$ cat src/rtl/arb_memory_controller.sv
// arb_memory_controller
//   Round-robin arbiter in front of a MEM_DEPTH-word register-file memory with
//   a programmable grant-to-ack latency. Accesses are serialised: one access
//   in flight at a time, operands latched at grant.
//
//   Handshake: a channel raises req[i] with we/addr/data stable and holds it
//   until it sees ack[i] high for one cycle, then drops req in that cycle. A req
//   still high at the next IDLE edge is a new request. value/error/resp_ch
//   are valid while any ack bit is high; value holds its last result after.
//
//   Ports:
//     clk, rst        clock, synchronous active-high reset
//     req, we         per-channel request / write enable (NUM_CH bits)
//     addr, data      flattened per-channel address / write data
//     ack             one-hot, single-cycle completion strobe
//     value           read data (0 for writes and out-of-range accesses)
//     resp_ch         index of the channel being acked
//     error           out-of-range flag (addr >= MEM_DEPTH)
//     busy            high whenever the FSM is not IDLE
//
//   Optional feature macro: ARB_MEM_CTRL_STATS_EN adds access_count (16-bit,
//   wrapping) and error_count (8-bit, saturating) outputs.
module arb_memory_controller #(
    parameter int DATA_WIDTH = 16,
    parameter int ADDR_WIDTH = 4,
    parameter int MEM_DEPTH  = 5,
    parameter int LATENCY    = 2,
    parameter int NUM_CH     = 2
) (
    input  logic                         clk,
    input  logic                         rst,
    input  logic [NUM_CH-1:0]            req,
    input  logic [NUM_CH-1:0]            we,
    input  logic [NUM_CH*ADDR_WIDTH-1:0] addr,
    input  logic [NUM_CH*DATA_WIDTH-1:0] data,
    output logic [NUM_CH-1:0]            ack,
    output logic [DATA_WIDTH-1:0]        value,
    output logic [$clog2(NUM_CH)-1:0]    resp_ch,
    output logic                         error,
    output logic                         busy
`ifdef ARB_MEM_CTRL_STATS_EN
    ,
    output logic [15:0]                  access_count,
    output logic [7:0]                   error_count
`endif
);

    localparam int CH_W  = $clog2(NUM_CH);
    localparam int CNT_W = (LATENCY > 1) ? $clog2(LATENCY) : 1;
    localparam int IDX_W = (MEM_DEPTH > 1) ? $clog2(MEM_DEPTH) : 1;

    localparam logic [CNT_W-1:0]    CNT_LOAD  = CNT_W'(LATENCY - 1);
    localparam logic [CH_W-1:0]     LAST_CH   = CH_W'(NUM_CH - 1);
    localparam logic [CH_W:0]       NCH_W     = (CH_W + 1)'(NUM_CH);
    localparam logic [ADDR_WIDTH:0] DEPTH_CMP = (ADDR_WIDTH + 1)'(MEM_DEPTH);

    typedef enum logic [1:0] {
        IDLE   = 2'd0,
        ACCESS = 2'd1,
        RESP   = 2'd2
    } state_t;

    state_t state, state_next;

    logic [DATA_WIDTH-1:0] mem [MEM_DEPTH];

    logic [CH_W-1:0]       ptr;
    logic [CNT_W-1:0]      cnt;
    logic [CH_W-1:0]       lat_ch;
    logic                  lat_we;
    logic [ADDR_WIDTH-1:0] lat_addr;
    logic [DATA_WIDTH-1:0] lat_data;

    logic                  grant_found;
    logic [CH_W-1:0]       grant_idx;
    logic [CH_W:0]         scan_idx;
    logic                  do_grant;
    logic                  do_access;
    logic                  in_range;
    logic [IDX_W-1:0]      mem_idx;

    // Compare with one extra bit so MEM_DEPTH == 2**ADDR_WIDTH makes every
    // address in range.
    assign in_range = ({1'b0, lat_addr} < DEPTH_CMP);
    assign mem_idx  = lat_addr[IDX_W-1:0];
    assign busy     = (state != IDLE);

    // Round-robin scan: walk downward so the lowest offset from ptr wins.
    always_comb begin
        grant_found = 1'b0;
        grant_idx   = '0;
        scan_idx    = '0;
        for (int k = NUM_CH - 1; k >= 0; k--) begin
            scan_idx = {1'b0, ptr} + (CH_W + 1)'(k);
            if (scan_idx >= NCH_W) begin
                scan_idx = scan_idx - NCH_W;
            end
            if (req[scan_idx[CH_W-1:0]]) begin
                grant_found = 1'b1;
                grant_idx   = scan_idx[CH_W-1:0];
            end
        end
    end

    always_ff @(posedge clk) begin
        if (rst) begin
            state <= IDLE;
        end else begin
            state <= state_next;
        end
    end

    always_comb begin
        state_next = state;
        do_grant   = 1'b0;
        do_access  = 1'b0;
        case (state)
            IDLE: begin
                if (grant_found) begin
                    do_grant   = 1'b1;
                    state_next = ACCESS;
                end
            end
            ACCESS: begin
                if (cnt == '0) begin
                    do_access  = 1'b1;
                    state_next = RESP;
                end
            end
            RESP:    state_next = IDLE;
            default: state_next = IDLE;
        endcase
    end

    always_ff @(posedge clk) begin
        if (rst) begin
            ptr      <= '0;
            cnt      <= '0;
            lat_ch   <= '0;
            lat_we   <= 1'b0;
            lat_addr <= '0;
            lat_data <= '0;
            ack      <= '0;
            value    <= '0;
            resp_ch  <= '0;
            error    <= 1'b0;
        end else begin
            if (do_grant) begin
                lat_ch   <= grant_idx;
                lat_we   <= we[grant_idx];
                lat_addr <= addr[grant_idx*ADDR_WIDTH +: ADDR_WIDTH];
                lat_data <= data[grant_idx*DATA_WIDTH +: DATA_WIDTH];
                cnt      <= CNT_LOAD;
                ptr      <= (grant_idx == LAST_CH) ? '0 : grant_idx + 1'b1;
            end
            if (state == ACCESS && cnt != '0) begin
                cnt <= cnt - 1'b1;
            end
            if (do_access) begin
                ack         <= '0;
                ack[lat_ch] <= 1'b1;
                resp_ch     <= lat_ch;
                if (!in_range) begin
                    value <= '0;
                    error <= 1'b1;
                end else begin
                    error <= 1'b0;
                    value <= lat_we ? '0 : mem[mem_idx];
                end
            end
            if (state == RESP) begin
                ack   <= '0;
                error <= 1'b0;
            end
        end
    end

    always_ff @(posedge clk) begin
        if (rst) begin
            for (int i = 0; i < MEM_DEPTH; i++) begin
                mem[i] <= '0;
            end
        end else if (do_access && lat_we && in_range) begin
            mem[mem_idx] <= lat_data;
        end
    end

`ifdef ARB_MEM_CTRL_STATS_EN
    // Counted at the edge that raises ack, so the counters move with ack.
    always_ff @(posedge clk) begin
        if (rst) begin
            access_count <= '0;
            error_count  <= '0;
        end else if (do_access) begin
            access_count <= access_count + 16'd1;
            if (!in_range && error_count != 8'hFF) begin
                error_count <= error_count + 8'd1;
            end
        end
    end
`endif

endmodule

$ cat config.mk
export PLATFORM = sky130hd
export DESIGN_NAME = arb_memory_controller
export DESIGN_NICKNAME = d
export VERILOG_FILES = /design/src/rtl/arb_memory_controller.sv
export SDC_FILE = /design/constraint.sdc
export NUM_CORES = 1
export LEC_CHECK = 0
export CORE_MARGIN = 1
export CORE_UTILIZATION = 52
export CTS_CLUSTER_SIZE = 10
export DETAILED_ROUTE_END_ITERATION = 16
export GPL_TIMING_DRIVEN = 0
export PLACE_DENSITY = 0.76
export SYNTH_ARGS = -nofsm -noshare
export SYNTH_HDL_FRONTEND = slang
export SYNTH_SLANG_ARGS = --single-unit
$ cat constraint.sdc
create_clock -name clk -period 2.2 [get_ports clk]
set_clock_uncertainty 0.05 [all_clocks]
set_input_delay 0.33 -clock clk [delete_from_list [all_inputs] [get_ports clk]]
set_output_delay 0.33 -clock clk [all_outputs]
set_load 0.05 [all_outputs]
==> metrics <==
Int Pwr=5.95 mW; top post-synthesis cells by area=edfxtp_1 (51%), dfxtp_1 (13%), mux4_2 (9.6%); share of cells above drive strength 1=18.4%; status=finished, final reports clean; Crit-path slowest cell=clkbuf_1; stages on the worst setup path=4; Mapped Area=7470 um^2; Post-Place Cells=792; fillers=932; die width=122 um; post-route cell area=9270 um^2; Final WS setup=0.0604 ns; most common cell after layout, fill and taps aside=edfxtp_1; FF-to-FF path depth=4; RSZ-0062 raised after global routing=true; setup tns final=0 ns; M3 GR Usage=5.43%; H-tree levels=4; Layout Cells excl Fill=837; Data arrival, critical path=2.41 ns; Max Root-Sink Buffers=2; Critical Path End Type=flip-flop; Post-Place Setup Slack=-0.608 ns; commonest non-fill, non-tap cells in the layout=edfxtp_1 (128), and2_1 (80), clkdlybuf4s50_1 (62), dfxtp_1 (49), conb_1 (48); Register Area=4820 um^2; GRT Total Usage=23.8%; register area share after synthesis=64.6%; routed vias/inst=5.60; Post-Route Utilization=66.5%; Syn Inst Count=502; max-slew violation count=0; Clk pwr share=38.1%; startpoint types=flip-flop; drt wl/cell=19.5 um; Setup Crit Path Kind=flip-flop to flip-flop; gr busiest metal=met2; Slew headroom=47.6%; Worst VDD drop=0.527 mV; flop-to-flop setup slack=0.06 ns; DRT antenna net count=0; worst min-delay path startpoint=req[1]; GRT Residual Overflow=0; vias in the first global route=4831; Final Hold Vio Count=0; actual slew at the worst max-slew pin=0.786 ns; Core Box Area=13900 um^2; Max Freq=467 MHz; ANT cells=0; Buffers & Inverters on Critical Path=1; final setup vio count=0; flops & latches, synth=177; clock latency on the worst-skew pair=0.42 ns; Max Cap Viol=0; critical path fanouts, max=10; CTS Buf Count=17; Max stage delay on crit path=0.63 ns; Synth Warn #=0; delay-heaviest family, CP=multiplexers; Sw Ratio=23.6%; CTS Sinks=177; Initial DRC Count=343; Worst Setup EP=value[13]; Net Sw Power=1.84 mW; Via Count=4686; io pins=67; Starting Density=53.6%; ordered cell list for the critical path=clkbuf_1 -> mux4_2 -> mux2_2 -> a22o_1; FP Rows=43; count of cell types in the netlist=30; Worst EP required=2.47 ns; Port Buffers=63; Leak=3.34 nW; grt met2 use=39.8%; RePlAce Congestion=0.843; worst reg2reg path endpoint=value[13]; Final period util=97.3%; Combinational Power Share=11.4%; worst hold-check path type=input port to flip-flop; first-pass GRT wire length=25400 um; post-DP HPWL=10700 um; CTS Root Cell=clkbuf_16; Total Routed Length=16400 um; post-layout min period=2.14 ns; Syn-to-layout area delta=24.1%; DR pass1 iterations=4; Post-route DRC=0; Reg power frac=50.5%; # hold bufs at CTS=0; Avg Cell Area, Syn=14.9 um^2; die area=14800 um^2; largest net degree at the start of global routing=17; met1 Usage GRT=29.5%; Final nets=690; Die Height=122 um; area of the multi-input gates=2610 um^2; area of placed instances=8500 um^2; Yosys top cell by area=edfxtp_1; Clock transition at path regs=0.06 ns; number of antenna violations at the first check in global routing=0; PD cells=840 nW/um^2; Synth top area share=51.5%; CTS tree=yes
worst register-to-register path: stages, from the launching register on:
cell and delay [ns]:
dfxtp_1 0.44, clkbuf_1 0.63, mux4_2 0.42, mux2_2 0.31, a22o_1 0.18
area by class of cell:
cell class / count / area share, %
clock buffers: 18 / 4.63
well taps: 180 / 2.43
multi-input cells: 327 / 28.2
clock inverters: 14 / 1.58
plain buffers: 38 / 2.43
inverters: 5 / 0.202
repair buffers: 78 / 8.53
flip-flops and latches: 177 / 52.0
routing by layer:
layer  wire, um  up-vias
met2       8250      165
met5          0        -
met1       6860     2326
li1           -     2166
met3        799       29
met4        438        0
Yosys cell counts (all sizes together):
cell type  instances
a211oi             1
a21oi              6
a22o              16
a31oi             22
and2              82
buf               13
clkbuf            27
conb               1
dfxtp             49
edfxtp           128
inv                5
mux2              16
mux2i              1
mux4              32
nand2              2
nand2b             4
nand3             24
nand4             21
nor2               4
nor3               1
nor3b              2
nor4               6
o211ai             3
o21a               1
o21ai             28
or2                6
or4b               1
logic make-up after synthesis:
logic type,synth area share [%]
simple gates,13.5
compound gates,6.50
buf+inv,3.13
other cells,0.0502
flops,64.6
mux,12.2
registers in the layout (all words and copies together) (netlist names), named ones only:
register / count
value: 16
lat_addr: 4
ptr: 1
resp_ch: 1
lat_ch: 1
lat_we: 1
ack: 2
lat_data: 16
error: 1
state: 2
cnt: 1
mem: 128
repair_timing:
item                                    4_1_cts  5_1_grt
gates resized for setup                      15        7
pin swaps                                     8        1
setup buffers                                13        2
endpoints found under the setup margin      136       13
how the worst min path moves through the flow:
stage | to | cells past startpoint | slack, ns
after floorplan | ptr | 2 | 0.41
after global placement | value[10] | 1 | 0.41
after detailed placement | value[15] | 1 | 0.42
after CTS | lat_addr[3] | 3 | 0.22
after global routing | lat_data[15] | 3 | 0.27
final | lat_addr[3] | 3 | 0.24
metrics by stage:
| stage | hold slack, ns | power [mW] |
|---|---|---|
| finish | 0.239 | 7.79 |
| global route | 0.271 | 8.02 |
| CTS | 0.216 | 7.78 |
| detailed placement | 0.419 | 4.84 |
| global placement | 0.413 | 4.80 |
| floorplan | 0.413 | 4.52 |
power groups by stage:
stage          Sequential [mW]  Clock [mW]  Combinational (mW)
3_5_place_dp              4.00           0               0.849
6_report                  3.93        2.97               0.889
5_1_grt                   3.96        3.11               0.951
4_1_cts                   3.93        2.97               0.882
3_3_place_gp              3.97           0               0.833
2_1_floorplan             4.01           0               0.518
Power figures use the tool's default switching activity.
